**config.mk**
```make
export PLATFORM = sky130hd
export DESIGN_NAME = draw_line_seq
export DESIGN_NICKNAME = d
export VERILOG_FILES = /design/src/rtl/draw_line_seq_pkg.sv /design/src/rtl/draw_line_seq.sv
export SDC_FILE = /design/constraint.sdc
export NUM_CORES = 1
export LEC_CHECK = 0
export BUFFER_PORTS_ARGS = -buffer_cell sky130_fd_sc_hd__buf_2
export CELL_PAD_IN_SITES_DETAIL_PLACEMENT = 0
export CELL_PAD_IN_SITES_GLOBAL_PLACEMENT = 1
export CORE_ASPECT_RATIO = 2
export CORE_UTILIZATION = 35
export DETAILED_ROUTE_END_ITERATION = 12
export GPL_TIMING_DRIVEN = 0
export PLACE_DENSITY_LB_ADDON = 0.1
export SYNTH_ARGS = -nofsm -noshare
export SYNTH_HDL_FRONTEND = slang
export SYNTH_SLANG_ARGS = --single-unit
```
**constraint.sdc**
```tcl
create_clock -name clk -period 3 [get_ports clk]
set_input_delay 0.3 -clock clk [delete_from_list [all_inputs] [get_ports clk]]
set_output_delay 0.3 -clock clk [all_outputs]
set_load 0.01 [all_outputs]
```
**src/rtl/draw_line_seq_pkg.sv**
```systemverilog
// Shared types and the fixed cube edge list for the line-job sequencer.
package draw_line_seq_pkg;

    localparam int unsigned VERT_W     = 3;
    localparam int unsigned N_EDGE_TBL = 12;

    typedef struct packed {
        logic [VERT_W-1:0] a;
        logic [VERT_W-1:0] b;
    } edge_t;

    // Bottom face, top face, then the four verticals.
    localparam edge_t EDGE_TABLE [N_EDGE_TBL] = '{
        '{a: 3'd0, b: 3'd1}, '{a: 3'd1, b: 3'd2}, '{a: 3'd2, b: 3'd3}, '{a: 3'd3, b: 3'd0},
        '{a: 3'd4, b: 3'd5}, '{a: 3'd5, b: 3'd6}, '{a: 3'd6, b: 3'd7}, '{a: 3'd7, b: 3'd4},
        '{a: 3'd0, b: 3'd4}, '{a: 3'd1, b: 3'd5}, '{a: 3'd2, b: 3'd6}, '{a: 3'd3, b: 3'd7}
    };

    typedef enum logic [2:0] {
        IDLE  = 3'd0,
        RD_A  = 3'd1,
        RD_B  = 3'd2,
        CAP_B = 3'd3,
        START = 3'd4,
        WAIT  = 3'd5
    } seq_state_t;

    // Range-safe table lookup; out-of-range indices return vertex pair 0-0.
    function automatic edge_t edge_at(input int unsigned idx);
        edge_t e;
        e = '0;
        for (int unsigned k = 0; k < N_EDGE_TBL; k++) begin
            if (idx == k) e = EDGE_TABLE[k];
        end
        return e;
    endfunction

endpackage

```
**src/rtl/draw_line_seq.sv**
```systemverilog
// Walks the cube edge list, fetches both endpoints and issues one draw_line job per edge.
// Optional: DRAW_LINE_SEQ_SKIP_DEGEN_EN skips zero-length edges instead of issuing them.
module draw_line_seq
    import draw_line_seq_pkg::*;
#(
    parameter int unsigned XY_BITW = 16,
    parameter int unsigned N_VERT  = 8,
    parameter int unsigned N_EDGE  = 12
) (
    input  logic                        clk,
    input  logic                        rst,
    input  logic                        frame_start,
    input  logic                        abort,
    output logic [$clog2(N_VERT)-1:0]   vert_idx,
    input  logic [XY_BITW-1:0]          vert_x,
    input  logic [XY_BITW-1:0]          vert_y,
    input  logic                        pix_ready,
    output logic                        start,
    output logic                        oe,
    output logic [XY_BITW-1:0]          x0,
    output logic [XY_BITW-1:0]          y0,
    output logic [XY_BITW-1:0]          x1,
    output logic [XY_BITW-1:0]          y1,
    input  logic                        drawing,
    input  logic                        done,
    output logic [$clog2(N_EDGE)-1:0]   edge_idx,
    output logic                        busy,
    output logic                        frame_done
);

    localparam int unsigned VIDX_W = $clog2(N_VERT);
    localparam int unsigned EIDX_W = $clog2(N_EDGE);

    seq_state_t          state, state_nxt;
    logic [EIDX_W-1:0]   edge_idx_nxt;
    logic [VIDX_W-1:0]   vert_idx_nxt;
    logic [XY_BITW-1:0]  x0_nxt, y0_nxt, x1_nxt, y1_nxt;
    logic                start_nxt, frame_done_nxt;
    logic                last_edge, degen, job_end;
    edge_t               sel_edge;

    // drawing is status only; sequencing relies solely on done.
    logic unused_drawing;
    assign unused_drawing = drawing;

`ifdef DRAW_LINE_SEQ_SKIP_DEGEN_EN
    assign degen = (vert_x == x0) && (vert_y == y0);
`else
    assign degen = 1'b0;
`endif

    assign last_edge = (edge_idx == EIDX_W'(N_EDGE - 1));
    assign job_end   = ((state == WAIT) && done) || ((state == CAP_B) && degen);

    // Only path by which draw_line stalls, so it stays combinational.
    assign oe = (state == WAIT) && pix_ready;

    // Next-state and registered-output decode.
    always_comb begin
        state_nxt      = state;
        edge_idx_nxt   = edge_idx;
        x0_nxt         = x0;
        y0_nxt         = y0;
        x1_nxt         = x1;
        y1_nxt         = y1;
        start_nxt      = 1'b0;
        frame_done_nxt = 1'b0;

        case (state)
            IDLE: begin
                if (frame_start) begin
                    edge_idx_nxt = '0;
                    state_nxt    = RD_A;
                end
            end
            RD_A:  state_nxt = RD_B;
            RD_B: begin
                x0_nxt    = vert_x;
                y0_nxt    = vert_y;
                state_nxt = CAP_B;
            end
            CAP_B: begin
                x1_nxt = vert_x;
                y1_nxt = vert_y;
                if (!degen) begin
                    start_nxt = 1'b1;
                    state_nxt = START;
                end
            end
            START: state_nxt = WAIT;
            WAIT:  state_nxt = WAIT;
            default: state_nxt = IDLE;
        endcase

        // Shared finish/advance rule for a completed or skipped edge.
        if (job_end) begin
            if (last_edge) begin
                frame_done_nxt = 1'b1;
                state_nxt      = IDLE;
            end else begin
                edge_idx_nxt = edge_idx + EIDX_W'(1);
                state_nxt    = RD_A;
            end
        end

        if (abort && (state != IDLE)) begin
            state_nxt      = IDLE;
            edge_idx_nxt   = edge_idx;
            start_nxt      = 1'b0;
            frame_done_nxt = 1'b0;
        end
    end

    // Vertex address is issued as the read state is entered so data lands one cycle later.
    always_comb begin
        sel_edge     = edge_at(32'(edge_idx_nxt));
        vert_idx_nxt = vert_idx;
        if (state_nxt == RD_A) vert_idx_nxt = VIDX_W'(sel_edge.a);
        if (state_nxt == RD_B) vert_idx_nxt = VIDX_W'(sel_edge.b);
    end

    always_ff @(posedge clk or posedge rst) begin
        if (rst) begin
            state      <= IDLE;
            edge_idx   <= '0;
            vert_idx   <= '0;
            x0         <= '0;
            y0         <= '0;
            x1         <= '0;
            y1         <= '0;
            start      <= 1'b0;
            frame_done <= 1'b0;
            busy       <= 1'b0;
        end else begin
            state      <= state_nxt;
            edge_idx   <= edge_idx_nxt;
            vert_idx   <= vert_idx_nxt;
            x0         <= x0_nxt;
            y0         <= y0_nxt;
            x1         <= x1_nxt;
            y1         <= y1_nxt;
            start      <= start_nxt;
            frame_done <= frame_done_nxt;
            busy       <= (state_nxt != IDLE);
        end
    end

endmodule

```
==> run metrics, run 1 <==
status completed; ratio of cells with drive above 1 in the final layout 59.1%; CORE AREA 8650 µm²; Area after DPL 3840 µm²; endpoints failing setup 0; Fill cells 838; fin crit share 81.1%; crit path max fanout 10; Int Power 3.22 mW; Worst EP required 3.21 ns; Final ANT Viol Nets 0; Peak VDD IR 0.516 mV; Slew headroom 44.3%; clk sink count 77; startpoint types flop; ANT cells 0; Synth Instances 216; die area 9320 µm²; total power 4.71 mW; syn avg cell area 14.5 µm²; Post-synth EDFFs 0; IO Port Bufs 112; crit path DAT 2.64 ns; CTS Buf Count 9; #FFs+latches synth 77; Die Wd 68.8 µm; Max Freq 0.411 GHz; clock latency on the worst-skew pair 0.33 ns; post-DP HPWL 5390 µm; # nets final 381; clock-pin transition on the worst setup and hold timing paths 0.06 ns; Via Count 2205; initial antenna violation count 0; CTS tree yes; io pins 114; synth warn 0; Worst path slowest cell nor3b_1; H-tree Lvls 3; Worst Path Class, Setup flop to flop; Async SR Flop Fraction 100%; DRT Pass-1 Iters 4; Synth cell types 40; Least-Margin Pin Slew 0.834 ns; Netlist Area Pre-Place 3120 µm²; switching part of the total power 31.6%; design area 4160 µm²; Pleak 1.99 nW; WL/cell 16.4 µm; Die Y 136 µm; Sum Neg Setup Slack 0 ns; initial DRC count 90; fin cells 445; largest net degree at the start of global routing 63; HP Class primary input to flop; Psw 1.49 mW; GP Congestion 0.717; Max Slew Vio Count 0; final wirelength 7280 µm; Final Core Density 48.1%; clock network power share 24.2%; post-CTS setup buffer count 0; multi-input logic area 1100 µm²; Largest stage delay, worst path 0.71 ns; number of global-route vias before repair 2378; Crit. End Element flop; global-route wire length before repair 11800 µm; Vias/cell 4.96; post-CTS sizing 0; placed cells 429; min cycle time layout 2.43 ns; register area 1930 µm²; syn nets 256; Rows 48; CTS Root Cell clkbuf_16; total grt overflow 0; clk buf depth 2; drt drc 0; maxcap violations 0; power density cells 1130 nW/µm²; Reg power frac 37.6%; Initial Utilization 36.1%; total track usage 17.8%; CP cell instances buf_2 -> nor3b_1 -> clkbuf_1 -> mux2_2; RSZ-0062 raised after global routing no; final hold violation count 0; area grow syn2layout 33.3%; Synth Flop Type dfrtp_1; Seq/Total Area, Yosys 61.7%; Comb power frac 38.2%; Clock Skew 0.00468 ns
[cells by family after synthesis]
logic type                 count (synthesis)  share of synthesized area [%]
and+or+nand+nor                           33                           7.13
buffers and inverters                     19                           2.93
AOI/OAI and AO/OA                         21                           4.45
xor gates and xnor gates                   1                          0.281
muxes                                     64                           23.1
adders and majority gates                  1                          0.401
DFF                                       77                           61.7
[power by group through the flow]
stage	logic, mW	registers (mW)	clock network [mW]
2_1_floorplan	0.871	2.01	0
3_3_place_gp	1.82	1.77	0
3_5_place_dp	1.84	1.78	0
4_1_cts	1.84	1.77	1.18
5_1_grt	1.96	1.85	1.22
6_report	1.80	1.77	1.14
[stage by stage]
| stage | setup WS [ns] | hold WS (ns) |
|---|---|---|
| 3_3_place_gp | -0.278 | 0.482 |
| 3_5_place_dp | 0.483 | 0.250 |
| 6_report | 0.568 | 0.215 |
| 5_1_grt | 0.383 | 0.207 |
| 4_1_cts | 0.473 | 0.196 |
| 2_1_floorplan | 0.733 | 0.451 |
[layout by cell type (no fill, tap or decap), types with 2 or more instances in the layout]
cell type	count
clkbuf_8	2
a21oi_1	7
nor2_1	5
nor3b_1	2
inv_1	6
a31oi_1	3
dfrtp_1	77
clkbuf_16	9
nand2_1	4
nand3_1	3
nand2b_1	2
bufinv_16	2
buf_2	114
nor3_1	5
mux2_2	64
o21ai_0	2
clkbuf_1	8
[path summary, 6_finish.rpt]
check	startpoint	endpoint	slack [ns]	cells past startpoint
min in group asynchronous	rst	y1[13]	0.45	3
worst min register to register	y1[0]	y1[0]	0.49	1
max in group asynchronous	rst	y1[0]	1.96	4
worst max register to register	state[2]	y0[6]	0.57	4
worst max-delay path	state[2]	y0[6]	0.57	4
worst min-delay path	vert_x[10]	x1[10]	0.21	2
[per-layer routing]
| metal | track usage [%] | vias up | wire length [µm] |
|---|---|---|---|
| met3 | 5.64 | 6 | 390 |
| met4 | 7.82 | 0 | 108 |
| met2 | 30.8 | 67 | 4150 |
| met1 | 19.0 | 1107 | 2640 |
| li1 | - | 1025 | - |
| met5 | 0 | - | 0 |
[layout make-up]
class / instances / area share [%]
sequential: 77 / 46.3
multi-input combinational: 120 / 26.5
timing repair buffer: 114 / 14.4
clock buffer: 11 / 5.83
tap: 100 / 3.01
clock inverter: 4 / 1.74
buffer: 11 / 1.47
inverter: 8 / 0.781
[synthesized netlist by cell type (2+ instances only)]
| cell type | n | share of area (%) |
|---|---|---|
| buf_2 | 2 | 0.32 |
| nor3_1 | 5 | 0.80 |
| nor2_1 | 5 | 0.60 |
| mux2_2 | 64 | 23 |
| o21ai_0 | 2 | 0.32 |
| nand2b_1 | 2 | 0.40 |
| inv_1 | 7 | 0.84 |
| nand3_1 | 3 | 0.48 |
| a21oi_1 | 7 | 1.1 |
| nor3b_1 | 2 | 0.48 |
| clkbuf_1 | 7 | 0.84 |
| nand2_1 | 4 | 0.48 |
| a31oi_1 | 3 | 0.60 |
| dfrtp_1 | 77 | 62 |
[sequential cells by signal (all words and copies together), names as in the netlist]
signal      flops
x1             16
start           1
state           3
busy            1
edge_idx        4
y1             16
frame_done      1
vert_idx        3
x0             16
y0             16
[critical path: cells and delay by family (launching register included)]
kind	cells	cell delay, ns
multiplexers	1	0.40
buffers and inverters	2	0.81
AND/OR/NAND/NOR	1	0.71
flip-flops	1	0.39
[timing repair]
item                                   4_1_cts  5_1_grt
setup endpoints to repair                    0        0
hold buffers                                 1        0
endpoints found under the hold margin       15        0
Note: power is estimated with default switching activity, not from simulation.
==> run 2, diff against run 1 <==
==> constraint.sdc (replaced) <==
create_clock -name clk -period 2 [get_ports clk]
set_input_delay 0.2 -clock clk [delete_from_list [all_inputs] [get_ports clk]]
set_output_delay 0.2 -clock clk [all_outputs]
set_load 0.01 [all_outputs]
==> run 2 against run 1 <==
Net effect:
- the flow now finishes with violations (setup timing)
- clock-buffer cell count decreased by 1
- critical path depth increased by 1
- largest power group unchanged
- combinational power increased by 58%
- via count increased by 3.0%
- worst hold slack got worse by 0.10 ns
==> run metrics, run 2 (same netlist as run 1, synthesis figures left out) <==
status finished, violations left; failing checks setup timing; Slew headroom 65.1% (+21 points); cell family with most CP delay simple AND/OR/NAND/NOR gates; crit path max fanout 2 (-8); maxcap violations 0 (unchanged); Vias/cell 5.04 (+1.7%); IO Port Bufs 112 (unchanged); WL/cell 17.0 µm (+3.9%); initial DRC count 60 (-33%); power density cells 1660 nW/µm² (+47%); Pleak 2.04 nW (+2.6%); worst r2r path cells 5 (+1); placed cells 430 (+0.23%); Die Wd 68.8 µm (unchanged); Peak VDD IR 0.804 mV (+56%); Die Y 136 µm (unchanged); Final ANT Viol Nets 0 (unchanged); clk sink count 77 (unchanged); Largest stage delay, worst path 0.56 ns (-0.15 ns); CTS Buf Count 9 (unchanged); startpoint types flop; final wirelength 7670 µm (+5.3%); worst setup margin -0.0642 ns (-0.632 ns); HP Class primary input to flop; post-DP HPWL 5750 µm (+6.6%); largest net degree at the start of global routing 36 (-43%); clock-pin transition on the worst setup and hold timing paths 0.06 ns (about the same); endpoints failing setup 1 (+1); dpl ws -0.704 ns (-1.19 ns); Crit. path cell count 5 (+1); die area 9320 µm² (unchanged); total track usage 18.2% (+0.45 points); total grt overflow 0 (unchanged); clock latency on the worst-skew pair 0.33 ns (about the same); commonest non-fill, non-tap cells in the layout buf_2, dfrtp_1, mux2_2, clkbuf_16; fin crit share 103% (+22 points); Initial Utilization 36.1% (unchanged); CTS tree yes; RSZ-0062 raised after global routing yes; H-tree Lvls 3 (unchanged); CP cell instances or4b_4 -> o211a_4 -> or3b_4 -> or3_1 -> a31oi_1; io pins 114 (unchanged); initial antenna violation count 0 (unchanged); total power 7.11 mW (+51%); clk buf depth 2 (unchanged); # nets final 386 (+1.3%); Least-Margin Pin Slew 0.522 ns (-0.312 ns); Via Count 2272 (+3.0%); CTS Root Cell clkbuf_16; Worst Hold Depth 2 (unchanged); fin cells 451 (+1.3%); worst path bufs/invs 0 (-2); GP Congestion 0.760 (+6.0%); Max Slew Vio Count 0 (unchanged); global-route wire length before repair 12000 µm (+2.0%); number of global-route vias before repair 2390 (+0.50%); Crit. End Element flop; ratio of cells with drive above 1 in the final layout 64.4% (+5.3 points); Rows 48 (unchanged); most common cell after layout, fill and taps aside buf_2; Max Freq 0.484 GHz (+18%); crit path DAT 2.31 ns (-0.33 ns); Clock Skew 0.00573 ns (+0.00104 ns); min cycle time layout 2.06 ns (-0.368 ns); final hold violation count 0 (unchanged); DRT Pass-1 Iters 4 (unchanged); drt drc 0 (unchanged); Worst path slowest cell or4b_4; ANT cells 0 (unchanged); CORE AREA 8650 µm² (unchanged); Final Core Density 49.5% (+1.3 points); area grow syn2layout 37.1%; Worst EP required 2.25 ns (-0.96 ns); Worst Path Class, Setup flop to flop
[run 2: changes by cell type in the layout (fill, tap and decap cells not counted), moves of 2 or more]
| cell | previous run | this run |
|---|---|---|
| nor3_2 | 0 | 2 |
| clkinvlp_4 | 1 | 4 |
| clkbuf_2 | 0 | 7 |
| clkbuf_1 | 8 | 0 |
| nor3_1 | 5 | 3 |
| buf_4 | 0 | 4 |
[run 2: path summary, 6_finish.rpt]
| kind | slack [ns] | endpoint | startpoint |
|---|---|---|---|
| max | -0.06 | vert_idx[1] | state[1] |
| min | 0.11 | y0[13] | vert_y[13] |
| max reg2reg | -0.06 | vert_idx[1] | state[1] |
| min reg2reg | 0.50 | y0[11] | y0[11] |
| max in group asynchronous | 0.81 | edge_idx[0] | rst |
| min in group asynchronous | 0.45 | vert_idx[1] | rst |
[run 2: power breakdown]
| group | switching (mW) | leakage [nW] | internal (mW) |
|---|---|---|---|
| clock | 0.634 | 0.140 | 0.995 |
| combinational | 1.36 | 0.977 | 1.48 |
| sequential | 0.332 | 0.923 | 2.31 |
[run 2: layout make-up]
| type | count | area (µm²) |
|---|---|---|
| clock inverter | 6 | 62.6 |
| fill | 807 | 4370 |
| multi-input combinational | 120 | 1170 |
| sequential | 77 | 1930 |
| inverter | 8 | 33.8 |
| clock buffer | 10 | 239 |
| tap | 100 | 125 |
| timing repair buffer | 119 | 648 |
| buffer | 11 | 72.6 |
[run 2: layer usage]
metal | vias up | share of wire [%] | GRT usage (%)
li1 | 1036 | - | -
met1 | 1140 | 35 | 18.1
met2 | 80 | 57 | 33.1
met3 | 16 | 4.9 | 4.97
met4 | 0 | 2.8 | 8.73
met5 | - | 0 | 0
[run 2: worst register-to-register path, stage by stage, from the launching register on]
cell	delay (ns)
dfrtp_1	0.39
or4b_4	0.56
o211a_4	0.16
or3b_4	0.37
or3_1	0.35
a31oi_1	0.15
[run 2: timing repair]
item                                    4_1_cts  5_1_grt
gates resized for setup                      12        7
endpoints found under the hold margin        20        0
buffers inserted                              4        0
pin swaps                                     4        3
endpoints found under the setup margin       63        3
hold buffers                                  1        0
[run 2: metrics by stage]
step                      setup TNS [ns]  instance area, µm²  hold WS (ns)
after global routing              -0.163                4280         0.104
after floorplan                  -0.0152                3130         0.351
after CTS                         -0.131                4250        0.0998
after global placement            -22.49                3820         0.447
after detailed placement          -18.84                3870         0.277
final                            -0.0642                4280         0.110
